===== config.mk =====
export PLATFORM = sky130hd
export DESIGN_NAME = memstream_afull_fifo
export DESIGN_NICKNAME = d
export VERILOG_FILES = /design/src/rtl/memstream_afull_fifo.sv
export SDC_FILE = /design/constraint.sdc
export NUM_CORES = 1
export LEC_CHECK = 0
export ABC_AREA = 0
export CAP_MARGIN = 20
export CORE_MARGIN = 4
export CORE_UTILIZATION = 54
export DETAILED_ROUTE_END_ITERATION = 10
export PLACE_DENSITY_LB_ADDON = 0.08
export RECOVER_POWER = 50
export SYNTH_ARGS = -nofsm -noshare
export SYNTH_HDL_FRONTEND = slang
export SYNTH_SLANG_ARGS = --single-unit

===== constraint.sdc =====
create_clock -name aclk -period 4.35 [get_ports aclk]
set_input_delay 0.87 -clock aclk [delete_from_list [all_inputs] [get_ports aclk]]
set_output_delay 0.87 -clock aclk [all_outputs]
set_load 0.05 [all_outputs]

===== src/rtl/memstream_afull_fifo.sv =====
// Elastic FWFT buffer behind one memstream output stream: absorbs in-flight read
// words, drives afull back-pressure, and reports occupancy and its peak since reset.
module memstream_afull_fifo #(
    parameter int WIDTH        = 32,
    parameter int DEPTH        = 16,
    parameter int AFULL_MARGIN = 4,
    parameter int CW           = $clog2(DEPTH + 1)
) (
    input  logic             aclk,
    input  logic             aresetn,
    input  logic             s_axis_tvalid,
    output logic             s_axis_tready,
    input  logic [WIDTH-1:0] s_axis_tdata,
    output logic             afull,
    output logic             m_axis_tvalid,
    input  logic             m_axis_tready,
    output logic [WIDTH-1:0] m_axis_tdata,
    output logic [CW-1:0]    count,
    output logic [CW-1:0]    max_count
);
    localparam int              PW       = $clog2(DEPTH);
    localparam logic [CW-1:0]   DEPTH_C  = CW'(DEPTH);
    localparam logic [CW-1:0]   AFULL_TH = CW'(DEPTH - AFULL_MARGIN);
    localparam logic [PW-1:0]   LAST     = PW'(DEPTH - 1);

    logic [WIDTH-1:0] mem [DEPTH];
    logic [PW-1:0]    wp;
    logic [PW-1:0]    rp;
    logic [CW-1:0]    cnt;
    logic [CW-1:0]    cnt_next;
    logic [CW-1:0]    max_r;
    logic             ready_r;
    logic             afull_r;
    logic             push;
    logic             pop;

    // Handshake: a beat transfers on a rising edge where valid and ready are both 1;
    // valid never depends on ready, and ready here is registered so a full buffer
    // refuses a push even when a pop happens on the same edge.
    assign push = s_axis_tvalid & ready_r;
    assign pop  = m_axis_tvalid & m_axis_tready;

    assign m_axis_tvalid = (cnt != '0);
    assign m_axis_tdata  = mem[rp];
    assign s_axis_tready = ready_r;
    assign afull         = afull_r;
    assign count         = cnt;
    assign max_count     = max_r;

    always_comb begin
        cnt_next = cnt + CW'(push) - CW'(pop);
    end

    // Depth need not be a power of two, so pointers wrap by explicit compare.
    function automatic logic [PW-1:0] bump(input logic [PW-1:0] p);
        return (p == LAST) ? '0 : p + 1'b1;
    endfunction

    always_ff @(posedge aclk) begin
        if (!aresetn) begin
            wp      <= '0;
            rp      <= '0;
            cnt     <= '0;
            max_r   <= '0;
            ready_r <= 1'b0;
            afull_r <= 1'b1;
        end else begin
            if (push) wp <= bump(wp);
            if (pop)  rp <= bump(rp);
            cnt     <= cnt_next;
            ready_r <= (cnt_next < DEPTH_C);
            afull_r <= (cnt_next >= AFULL_TH);
            if (cnt_next > max_r) max_r <= cnt_next;
        end
    end

    // Storage is left unreset; stale words are unreachable once cnt is cleared.
    always_ff @(posedge aclk) begin
        if (push) mem[wp] <= s_axis_tdata;
    end

endmodule


==> metrics.yaml, run 1 <==
cts_inserted_buffers: 53
status: "finished, final reports clean"
syn-cell-area_um2: 20500
finalHoldViolations: 0
use_met3_pct: 3.10
vias_per_cell: 5.93
power.net_switching_mw: 3.51
core_area_um2: 37600
synth_cell_types: 38
yosys_warnings: 0
dieArea_um2: 41200
fillers: 2471
min_period_ns: 4.11
min_from: "max_count[2]"
tns_ns: 0
share_comb_of_total_power_pct: 23.4
post-route-period-util_pct: 94.5
maxCapViolations: 0
fp-row-count: 71
clock_sinks: 536
ys_async_sr_fraction_pct: 0
die_h_um: 203
num_vias: 9255
r2r_slack_ns: 0.24
crit_path_start_kind: "register"
ys_seq_elements: 536
worstPathCellList: "inv_1 > ha_1 > or4b_4 > nand2_2 > inv_1 > ha_1 > inv_1 > ha_2 > fa_2 > and3b_1 > or4_4 > nand2_2 > inv_1 > ha_4 > nand4_1 > o221ai_2 > o21ai_4 > buf_4 > mux2i_2"
cts_max_level: 2
hold_buffers: 0
antenna_left: 0
grt_util_met1_pct: 29.8
avgRoutedWirePerCell_um: 27.1
antenna_found_initial: 2
diodes: 0
final_util_pct: 64.3
use_met2_pct: 35.3
crit_buf_inv: 5
synth_area_leaders: "edfxtp_1 75%, mux4_2 17%, dfxtp_1 2.3%, ha_1 0.98%, mux4_1 0.64%"
cts_tree: "done"
grt_pass1_vias: 9776
grt_pass1_wl_mm: 63.8
seq_area_frac_synth_pct: 77.3
worstReg2RegStart: "count[3]"
setup_viol: 0
crit_fanout: 4
initial_core_util_pct: 54.6
slew_viol_final: 0
synth.avg_cell_area_um2: 23.7
root_buffer: "clkbuf_16"
cp_common_cell: "inv_1"
io_pins: 81
place_area_um2: 22400
layout_common_cells: "512 x edfxtp_1, 155 x mux4_2, 55 x clkbuf_16, 46 x clkdlybuf4s50_1, 34 x dlygate4sd3_1"
min_to: "max_count[2]"
clockBufferDepth: 3
skew_ns: 0.0143
grt_busiest_layer: "met2"
syn_to_final_growth_pct: 17.7
nets: 1061
critPathTopFamily: "simple AND/OR/NAND/NOR gates"
dr.first_iter.drc_count: 693
dp_hpwl_mm: 22.7
port_buffers: 80
synth_nets: 919
cp_data_required_time_ns: 4.80
drive_gt1_share_pct: 28.6
drt-total-wl_mm: 42.3
routabilityCongestion: 0.784
p_clk_share_pct: 32.4
grt_max_degree: 77
die_w_um: 203
crit_type: "register to register"
yosys.area.top_type: "edfxtp_1"
grt_usage_pct: 21.1
dr.pass1.iters: 5
ir_worst_vdd_uv: 489
intPower_mw: 9.69
hold_depth: 2
rsz0062_at_grt: "no"
power_density_nw_per_um2: 547
final_common_cell: "edfxtp_1"
max_clock_freq_mhz: 243
yosysTopAreaCellShare_pct: 75.0
final_cell_area_um2: 24100
critical_path.max_stage_delay_ns: 0.52
critPathCaptureType: "register"
final_cells: 1561
maxSlewHeadroom_pct: 36.7
rr_endpoint: "max_count[3]"
clkLatencyLatePin_ns: 0.58
drc: 0
rr_worst_depth: 19
grt.overflow.total: 0
power.leakage_nw: 7.48
power.share.switching_pct: 26.6
sequentialPowerShare_pct: 44.2
post-place-cells: 1456
cp_slowest_cell: "or4_4"
clk_pin_slew_worst_paths_ns: 0.06
crit_arrival_ns: 4.56
worst_pin_slew_ns: 0.946
synth-edff-count: 512
worst_hold_path_type: "register to register"
synth_cells: 866
ys.flop_type: "edfxtp_1"
-- cells in the mapped netlist (3+ instances only) --
cell      count
xnor2_1       3
nand2_1      21
mux4_2      155
buf_4        10
buf_1         9
dfxtp_1      24
o21ai_0       4
nand3_1       5
mux2i_1       4
inv_1        22
nor2_1       13
ha_1         16
a21boi_0      5
buf_6         4
and2_1        5
mux4_1        5
clkbuf_1     16
nor3_1        4
a21oi_1       7
edfxtp_1    512
-- state kept, by name, summed over array words and instances, names as in the netlist, named ones only --
name and cells:
max_count 5, afull 1, s_axis_tready 1, rp 4
wp 4, mem 512, count 5
-- metrics by stage --
step	worst slack [ns]	power [mW]	hold WS, ns
after floorplan	0.0784	8.10	0.484
after global placement	-0.0548	8.86	0.474
after global routing	0.0176	13.8	0.528
after CTS	0.00670	13.2	0.497
after detailed placement	-0.204	8.94	0.484
final	0.240	13.2	0.499
-- metal layers --
metal,share of wire (%),vias up
li1,-,3969
met4,1.9,2
met1,41,4948
met3,4.7,64
met5,0.019,-
met2,52,272
-- power groups by stage --
stage               Combinational [mW]  Clock [mW]  Sequential [mW]
floorplan                         2.03           0             6.07
global placement                  2.89           0             5.96
detailed placement                2.97           0             5.97
CTS                               2.99        4.38             5.87
global route                      3.31        4.62             5.84
finish                            3.09        4.28             5.83
-- worst max path at each step --
stage	start	end	slack (ns)	cells after the start
after floorplan	count[4]	max_count[4]	0.08	17
after global placement	s_axis_tvalid	max_count[4]	-0.05	16
after detailed placement	s_axis_tvalid	max_count[0]	-0.20	17
after CTS	register	m_axis_tdata[1]	0.007	4
after global routing	count[2]	max_count[3]	0.02	19
final	count[3]	max_count[3]	0.24	19
-- kinds of logic after synthesis --
family                   Yosys count  share of synthesized area (%)
adder cells (fa/ha/maj)           17                           1.07
buffers and inverters             63                           1.49
multiplexers                     165                           17.9
AO/OA/AOI/OAI                     21                          0.647
flip-flops                       536                           77.3
AND/OR/NAND/NOR                   60                           1.40
XOR/XNOR                           4                          0.171
-- cell type report --
cell class	count	area (um2)	area share, %
clock buffer	70	1430	5.93
timing repair buffer	128	1430	5.92
multi-input combinational	267	4490	18.6
tap	511	639	2.65
clock inverter	27	203	0.840
sequential	536	15900	65.7
inverter	22	82.6	0.342
-- worst reg2reg max path, cell delays in order (launching register included) --
cell	delay (ns)
dfxtp_4	0.35
inv_1	0.08
ha_1	0.14
or4b_4	0.48
nand2_2	0.10
inv_1	0.04
ha_1	0.26
inv_1	0.04
ha_2	0.18
fa_2	0.36
and3b_1	0.20
or4_4	0.52
nand2_2	0.09
inv_1	0.06
ha_4	0.28
nand4_1	0.14
o221ai_2	0.26
o21ai_4	0.10
buf_4	0.17
mux2i_2	0.14
-- what timing repair did --
item                       4_1_cts  5_1_grt
setup buffers                    0        8
setup endpoints to repair        0        5
gates resized for setup          0        6
Note: power is estimated with default switching activity, not from simulation.
==> run 2: changes to the inputs <==
--- a/config.mk
+++ b/config.mk
@@ -6,11 +6,10 @@
 export NUM_CORES = 1
 export LEC_CHECK = 0
 export ABC_AREA = 0
-export CAP_MARGIN = 20
 export CORE_MARGIN = 4
 export CORE_UTILIZATION = 54
 export DETAILED_ROUTE_END_ITERATION = 10
-export PLACE_DENSITY_LB_ADDON = 0.08
+export PLACE_DENSITY = 0.87
 export RECOVER_POWER = 50
 export SYNTH_ARGS = -nofsm -noshare
 export SYNTH_HDL_FRONTEND = slang
==> metrics.yaml, run 2 (same netlist as run 1, synthesis figures left out) <==
status: "finished, final reports clean"  # unchanged
p_clk_share_pct: 33.7  # was 32.4%
final_util_pct: 64.0  # was 64.3%
core_area_um2: 37600  # unchanged
hold_buffers: 0  # unchanged
dieArea_um2: 41200  # unchanged
crit_type: "register to output pin"  # was register to register
drt-total-wl_mm: 46.0  # was 42.3 mm
power.leakage_nw: 7.46  # was 7.48 nW
sequentialPowerShare_pct: 43.9  # was 44.2%
power.net_switching_mw: 3.61  # was 3.51 mW
die_w_um: 203  # unchanged
grt_usage_pct: 23.1  # was 21.1%
worstReg2RegStart: "count[2]"  # was count[3]
regMostFlops: "mem"  # unchanged
cts_tree: "done"  # unchanged
io_pins: 81  # unchanged
clk_pin_slew_worst_paths_ns: 0.06  # about the same
skew_ns: 0.0290  # was 0.0143 ns
ir_worst_vdd_uv: 350  # was 489 uV
crit_arrival_ns: 3.28  # was 4.56 ns
fp-row-count: 71  # unchanged
power_mw: 13.3  # was 13.2 mW
nets: 1052  # was 1061
maxSlewHeadroom_pct: 8.66  # was 36.7%
power.share.switching_pct: 27.1  # was 26.6%
setup_viol: 0  # unchanged
clock_sinks: 536  # unchanged
crit_fanout: 49  # was 4
hold_depth: 2  # unchanged
r2r_slack_ns: 0.26  # was 0.24 ns
post-route-period-util_pct: 95.3  # was 94.5%
intPower_mw: 9.72  # was 9.69 mW
grt_pass1_wl_mm: 69.0  # was 63.8 mm
port_buffers: 80  # unchanged
min_to: "max_count[3]"  # was max_count[2]
dp_hpwl_mm: 24.6  # was 22.7 mm
maxCapViolations: 0  # unchanged
tns_ns: 0  # unchanged
drc: 0  # unchanged
grt.overflow.total: 0  # unchanged
min_from: "max_count[3]"  # was max_count[2]
vias_per_cell: 6.19  # was 5.93
worst_hold_path_type: "register to register"  # unchanged
cts_inserted_buffers: 50  # was 53
rr_worst_depth: 18  # was 19
num_vias: 9619  # was 9255
grt_pass1_vias: 10418  # was 9776
max_clock_freq_mhz: 241  # was 243 MHz
dr.first_iter.drc_count: 1128  # was 693
place_area_um2: 22400  # about the same
routabilityCongestion: 0.795  # was 0.784
antenna_left: 0  # unchanged
initial_core_util_pct: 54.6  # unchanged
clkLatencyLatePin_ns: 0.61  # was 0.58 ns
grt_max_degree: 50  # was 77
slew_viol_final: 0  # unchanged
finalHoldViolations: 0  # unchanged
min_period_ns: 4.15  # was 4.11 ns
cts_max_level: 2  # unchanged
share_comb_of_total_power_pct: 22.4  # was 23.4%
clockBufferDepth: 3  # unchanged
root_buffer: "clkbuf_16"  # unchanged
die_h_um: 203  # unchanged
layout_common_cells: "512 x edfxtp_1, 155 x mux4_2, 51 x clkbuf_16, 46 x clkdlybuf4s50_1, 34 x dlygate4sd3_1"  # was 512 x edfxtp_1, 155 x mux4_2, 55 x clkbuf_16, 46 x clkdlybuf4s50_1, 34 x dlygate4sd3_1
final_cell_area_um2: 24100  # about the same
power_density_nw_per_um2: 554  # was 547 nW/um2
dr.pass1.iters: 5  # unchanged
drive_gt1_share_pct: 28.4  # was 28.6%
largest_reg_flops: 512  # unchanged
critPathCaptureType: "output pin"  # was register
crit_path_start_kind: "register"  # unchanged
avgRoutedWirePerCell_um: 29.6  # was 27.1 um
rsz0062_at_grt: "no"  # unchanged
worst_pin_slew_ns: 1.37  # was 0.946 ns
rr_endpoint: "max_count[4]"  # was max_count[3]
cp_data_required_time_ns: 3.48  # was 4.80 ns
antenna_found_initial: 6  # was 2
final_common_cell: "edfxtp_1"  # unchanged
syn_to_final_growth_pct: 17.3  # was 17.7%
==> run 2: repair_timing <==
action                                  CTS  global route
endpoints found under the setup margin    0             5
resized for setup                         0             3
buffers inserted                          0             1
hold endpoints to repair                  0             0
==> run 2: power by group through the flow <==
stage               Clock [mW]  Sequential (mW)  Combinational, mW
finish                    4.49             5.86               2.98
global route              4.81             5.87               3.20
CTS                       4.56             5.86               2.99
detailed placement           0             5.97               2.95
global placement             0             5.96               2.87
floorplan                    0             6.07               2.03
==> run 2: worst max path at each step <==
stage | start | endpoint
after floorplan | count[4] | max_count[4]
after global placement | s_axis_tvalid | max_count[4]
after detailed placement | s_axis_tvalid | max_count[1]
after CTS | register | m_axis_tdata[1]
after global routing | count[2] | max_count[2]
final | register | m_axis_tdata[11]
==> run 2: metrics by stage <==
step | instances | hold WS (ns) | setup WS (ns)
2_1_floorplan | 866 | 0.484 | 0.0784
3_3_place_gp | 1457 | 0.466 | -0.0147
3_5_place_dp | 1457 | 0.485 | -0.131
4_1_cts | 1549 | 0.492 | 0.135
5_1_grt | 1552 | 0.512 | 0.0307
6_report | 1553 | 0.491 | 0.202
==> run 2: area by class of cell <==
type	instances	area, um2
antenna	3	7.51
clock buffer	57	1300
clock inverter	35	403
fill	2372	13500
inverter	22	82.6
multi-input combinational	267	4470
sequential	536	15900
tap	511	639
timing repair buffer	122	1300
==> run 2: critical path, cell delays in order, from the launching register on <==
cell             delay, ns
dfxtp_4               0.43
buf_12                0.34
mux4_2                0.60
mux4_2                0.53
clkdlybuf4s50_1       0.74
==> run 2: per-layer routing <==
layer | up-vias | GRT usage [%] | part of all wire, %
li1 | 3944 | - | -
met1 | 5052 | 30.7 | 36
met2 | 508 | 38.7 | 52
met3 | 111 | 4.82 | 8.1
met4 | 4 | 8.22 | 3.6
met5 | - | 0 | 0.059
==> run 3: changes to the inputs <==
--- a/config.mk
+++ b/config.mk
@@ -9,6 +9,7 @@
 export CORE_MARGIN = 4
 export CORE_UTILIZATION = 54
 export DETAILED_ROUTE_END_ITERATION = 10
+export HOLD_SLACK_MARGIN = 0.08
 export PLACE_DENSITY = 0.87
 export RECOVER_POWER = 50
 export SYNTH_ARGS = -nofsm -noshare
==> results of run 3 <==
The final DEF is identical to that of run 2; final timing and power are the same.
==> RTL change 1: new RTL, settings of run 2 <==
Put one more register stage on the output `count`. The value now appears one clock later. The other outputs are not delayed to match.
--- a/src/rtl/memstream_afull_fifo.sv
+++ b/src/rtl/memstream_afull_fifo.sv
@@ -44,7 +44,9 @@
     assign m_axis_tdata  = mem[rp];
     assign s_axis_tready = ready_r;
     assign afull         = afull_r;
-    assign count         = cnt;
+    always_ff @(posedge aclk) begin
+        count <= cnt;
+    end
     assign max_count     = max_r;
 
     always_comb begin
Check against the original RTL: not equivalent (a bounded check fails within 4 cycles, from zero or initial values and one cycle with aresetn low).
==> RTL change 1 against run 2 <==
Maximum frequency down 1.5%. Sequential cell count up 5. Routed wire length about the same. Highest routed layer unchanged. Global-route usage down 0.43 points. Total power up 0.62%. Area after synthesis up 0.49%. Critical endpoint is now m_axis_tdata[8]. Worst setup slack worse by 0.064 ns. Design area up 0.59%. Core utilization up 0.23 points. Register-to-register slack worse by 0.09 ns. Via count unchanged.
==> RTL change 1: results (changes against run 2) <==
{| class="wikitable"
! Metric !! Value
|-
| Run status || finished clean
|-
| Count of routing violations after the opening detailed-route iteration || 1300 (+15%)
|-
| Largest net degree at the start of global routing || 47 (-6.0%)
|-
| Number of nets at the end of the flow || 1057 (+0.48%)
|-
| Skew final || 0.0333 ns (+0.00424 ns)
|-
| Relative contribution of sequential cells to total power || 44.2% (+0.3 points)
|-
| Post-detail-place hpwl || 24400 µm (-0.72%)
|-
| Critical path destination || m_axis_tdata[8]
|-
| Final Routed Wirelength || 46000 µm (about the same)
|-
| Fraction of synthesized area in multiplexers || 17.8% (-0.087 points)
|-
| Max Fanout on Critical Path || 45 (-8.2%)
|-
| Cell internal power dissipation || 9.79 mW (+0.73%)
|-
| Final weighted congestion of routability-driven global placement || 0.724 (-9.0%)
|-
| Period utilization || 96.8% (+1.5 points)
|-
| Fill cell count || 2423 (+2.2%)
|-
| Parity-gate share of the synthesized area counting xor and xnor cells || 0.170% (-0.00083 points)
|-
| Clock tree buffer count of the final layout || 61 (+7.0%)
|-
| Worst setup slack after placement || -0.270 ns (-0.139 ns)
|-
| Number of antenna repair diodes || 0 (-3)
|-
| Worst path arrival time || 3.34 ns (+0.06 ns)
|-
| Fraction of area in multi-input gates || 18.5% (-0.068 points)
|-
| Sequential fraction of the synthesis area || 77.4% (+0.11 points)
|-
| Via count normalized by instance count || 6.18 (-0.26%)
|-
| Share of total power consumed by net switching || 27.0% (-0.078 points)
|-
| Non-clock buffers, area share || 5.60% (+0.21 points)
|-
| Leakage component of the power || 7.58 nW (+1.7%)
|-
| First-pass GRT wire length || 68100 µm (-1.3%)
|-
| #FFs+latches synth || 541 (+0.93%)
|-
| Peak VDD IR || 672 µV (+92%)
|}
[RTL change 1: worst min-delay path by stage]
stage / start / end / slack, ns / cells past startpoint
finish: cnt[2] / count[2] / 0.37 / 0
global placement: cnt[2] / count[2] / 0.36 / 0
detailed placement: cnt[0] / count[0] / 0.37 / 0
global route: cnt[2] / count[2] / 0.38 / 0
floorplan: cnt[0] / count[0] / 0.35 / 0
CTS: cnt[2] / count[2] / 0.37 / 0
[RTL change 1: worst register-to-register path: stages (launching register included)]
cell and delay, ns:
dfxtp_1 0.33, inv_1 0.09, ha_1 0.15, or4b_4 0.47, nand2_2 0.10, inv_1 0.04
ha_1 0.26, inv_1 0.04, ha_1 0.20, fa_2 0.37, and3b_1 0.21, or4_4 0.52
nand2_1 0.10, inv_1 0.07, ha_4 0.28, nand4_1 0.14, o221ai_2 0.28, o21ai_4 0.11
mux2_4 0.30
[RTL change 1: cell families after synthesis]
group,count (synthesis)
DFF,541
and+or+nand+nor,60
muxes,165
buffers and inverters,63
AOI/OAI and AO/OA,21
adders and majority gates,17
xor gates and xnor gates,4
[RTL change 1: metrics by stage]
stage	setup TNS, ns	utilization, %	cells	area [µm²]
6_report	0	64.3	1557	24200
5_1_grt	-0.0185	64.3	1557	24200
3_5_place_dp	-1.31	59.7	1461	22500
4_1_cts	0	64.2	1557	24200
2_1_floorplan	0	-	871	20600
3_3_place_gp	-0.485	59.7	1461	22500
[RTL change 1: layer usage]
| metal | part of all wire (%) | GRT usage (%) | vias to the layer above |
|---|---|---|---|
| met3 | 7.7 | 4.52 | 104 |
| met1 | 37 | 30.7 | 5039 |
| met5 | 0.054 | 0 | - |
| li1 | - | - | 3957 |
| met4 | 3.0 | 7.20 | 4 |
| met2 | 52 | 38.0 | 515 |
==> RTL change 2: new RTL, flow settings as in run 2 <==
Without the edit above. `WIDTH`: 32 -> 24.
--- a/src/rtl/memstream_afull_fifo.sv
+++ b/src/rtl/memstream_afull_fifo.sv
@@ -1,7 +1,7 @@
 // Elastic FWFT buffer behind one memstream output stream: absorbs in-flight read
 // words, drives afull back-pressure, and reports occupancy and its peak since reset.
 module memstream_afull_fifo #(
-    parameter int WIDTH        = 32,
+    parameter int WIDTH        = 24,
     parameter int DEPTH        = 16,
     parameter int AFULL_MARGIN = 4,
     parameter int CW           = $clog2(DEPTH + 1)
Interface: changed (resized m_axis_tdata and s_axis_tdata); port bits go from 81 to 65. The function was not compared with the original's and may differ.
==> RTL change 2 against run 2 <==
Global-route usage fell by 0.34 points. Largest cell class unchanged. Critical path depth rose by 14. Cell count fell by 22%. Non-clock buffer count fell by 16. Combinational power fell by 16%. First-iteration DRC count fell by 7.1%. Register-to-register slack got worse by 0.11 ns. Sequential cell count fell by 128. Critical endpoint is now max_count[4]. Total power fell by 22%. Worst setup slack got worse by 0.056 ns. Routed wire length fell by 24%. Area after synthesis fell by 23%. Design area fell by 23%.
==> RTL change 2: results (changes against run 2) <==
{| class="wikitable"
! Metric !! Value
|-
| Worst-case reg-to-reg path depth || 18 (unchanged)
|-
| Count of routing violations after the opening detailed-route iteration || 1048 (-7.1%)
|-
| Largest net degree at the start of global routing || 39 (-22%)
|-
| Leakage component of the power || 5.78 nW (-22%)
|-
| Fraction of layout instances using a drive strength above 1 || 28.6% (+0.18 points)
|-
| Global routing met2 resource utilization || 38.7% (+0.070 points)
|-
| Most area-consuming cells after synthesis || edfxtp_1, mux4_2, dfxtp_1
|-
| Max transition margin || 36.1% (+27 points)
|-
| Final weighted congestion of routability-driven global placement || 0.781 (-1.8%)
|-
| Vias in the first global route || 7989 (-23%)
|-
| Max Buffers Root-to-Sink || 3 (unchanged)
|-
| Sequential fraction of the synthesis area || 76.4% (-0.91 points)
|-
| Worst path arrival time || 4.61 ns (+1.33 ns)
|-
| Wire length per cell || 28.7 µm (-3.1%)
|-
| EDFF count, synth || 384 (-25%)
|-
| Class of the tightest hold or removal check || flop to flop
|-
| Most crowded layer after global routing || met2
|-
| Kind of critical path || flop to flop
|-
| Combined global-route utilization of all metal layers || 22.8% (-0.34 points)
|-
| Initial antenna violation count || 1 (-5)
|-
| Register-to-register setup slack || 0.15 ns (-0.11 ns)
|-
| Max Fanout on Critical Path || 5 (-90%)
|-
| Clock-pin slew reported for the worst setup and hold paths after clock tree synthesis || 0.06 ns (about the same)
|-
| GRT met1 Usage || 30.2% (-0.55 points)
|-
| Biggest cell delay along the critical path || 0.53 ns (-0.21 ns)
|-
| Total clock buffers created by CTS || 40 (-20%)
|-
| Post-detail-place hpwl || 19600 µm (-20%)
|-
| Most common library cells after synthesis || edfxtp_1, mux4_2, dfxtp_1
|-
| First-pass GRT wire length || 52200 µm (-24%)
|-
| H-Tree Level Count || 2 (unchanged)
|-
| Skew final || 0.0198 ns (-0.00918 ns)
|-
| Via count normalized by instance count || 6.16 (-0.48%)
|-
| Flip-flop count of the largest register, all copies and words added || 384 (-25%)
|-
| Slowest cell on crit path || or4_4
|-
| Count of input and output buffers || 64 (-20%)
|-
| Global Route met3 Usage || 5.00% (+0.18 points)
|-
| Insertion delay to the later sink of the worst-skew pair || 0.53 ns (-0.08 ns)
|-
| Run status || finished clean
|-
| Number of nets at the end of the flow || 850 (-19%)
|-
| Net count after synthesis || 736 (-20%)
|-
| Number of antenna repair diodes || 0 (-3)
|-
| Peak VDD IR || 738 µV (+110%)
|}
RTL change 2: metrics by stage:
step	area, µm²	utilization, %	instances	setup WS [ns]	power (mW)
floorplan	15700	-	691	0.0172	6.28
CTS	18400	64.2	1217	0.0256	10.4
detailed placement	17100	59.7	1147	-0.217	6.99
global route	18400	64.2	1217	-0.0300	10.8
global placement	17100	59.7	1147	-0.113	6.93
finish	18400	64.2	1217	0.147	10.4
RTL change 2: area by class of cell:
| class | instances | area, µm² |
|---|---|---|
| multi-input combinational | 227 | 3500 |
| fill | 1826 | 10300 |
| timing repair buffer | 106 | 1060 |
| clock buffer | 54 | 1100 |
| clock inverter | 16 | 185 |
| inverter | 22 | 82.6 |
| tap | 384 | 480 |
| sequential | 408 | 12000 |
RTL change 2: layer usage:
layer | wire [µm] | part of all wire [%]
met1 | 12700 | 36
met2 | 18400 | 53
met3 | 2950 | 8.4
met4 | 912 | 2.6
met5 | 13 | 0.037
RTL change 2: cell families (layout without fill, tap and decap cells):
family / count (synthesis) / after routing / synth area share, %
AO/OA/AOI/OAI: 21 / 21 / 0.843
flip-flops: 408 / 408 / 76.4
AND/OR/NAND/NOR: 60 / 60 / 1.83
multiplexers: 125 / 125 / 17.5
XOR/XNOR: 4 / 4 / 0.223
adder cells (fa/ha/maj): 17 / 17 / 1.40
buffers and inverters: 56 / 198 / 1.80
RTL change 2: timing repair:
| action | in CTS | in global routing |
|---|---|---|
| resized for setup | 0 | 6 |
| setup buffers | 0 | 0 |
| setup endpoints to repair | 0 | 5 |
RTL change 2: worst max-delay path: cells and delay by family, from the launching register on:
kind / cells / cell delay [ns]
fa+ha+maj: 5 / 1.33
buf+inv: 4 / 0.19
flops: 1 / 0.34
mux: 1 / 0.35
compound gates: 3 / 0.45
simple gates: 5 / 1.42
RTL change 2: worst min path at each step:
stage / startpoint / end / slack, ns / cells past startpoint
final: max_count[1] / max_count[1] / 0.48 / 2
after global routing: max_count[2] / max_count[2] / 0.50 / 2
after CTS: max_count[1] / max_count[1] / 0.49 / 2
after detailed placement: max_count[1] / max_count[1] / 0.47 / 2
after global placement: max_count[3] / max_count[3] / 0.46 / 2
after floorplan: rp[1] / flop / 0.48 / 2
RTL change 2: report_power, final:
part / switching (mW) / total (mW) / internal (mW)
logic: 1.35 / 2.49 / 1.14
registers: 0.108 / 4.51 / 4.40
clock network: 1.40 / 3.40 / 2.00
total: 2.86 / 10.4 / 7.55
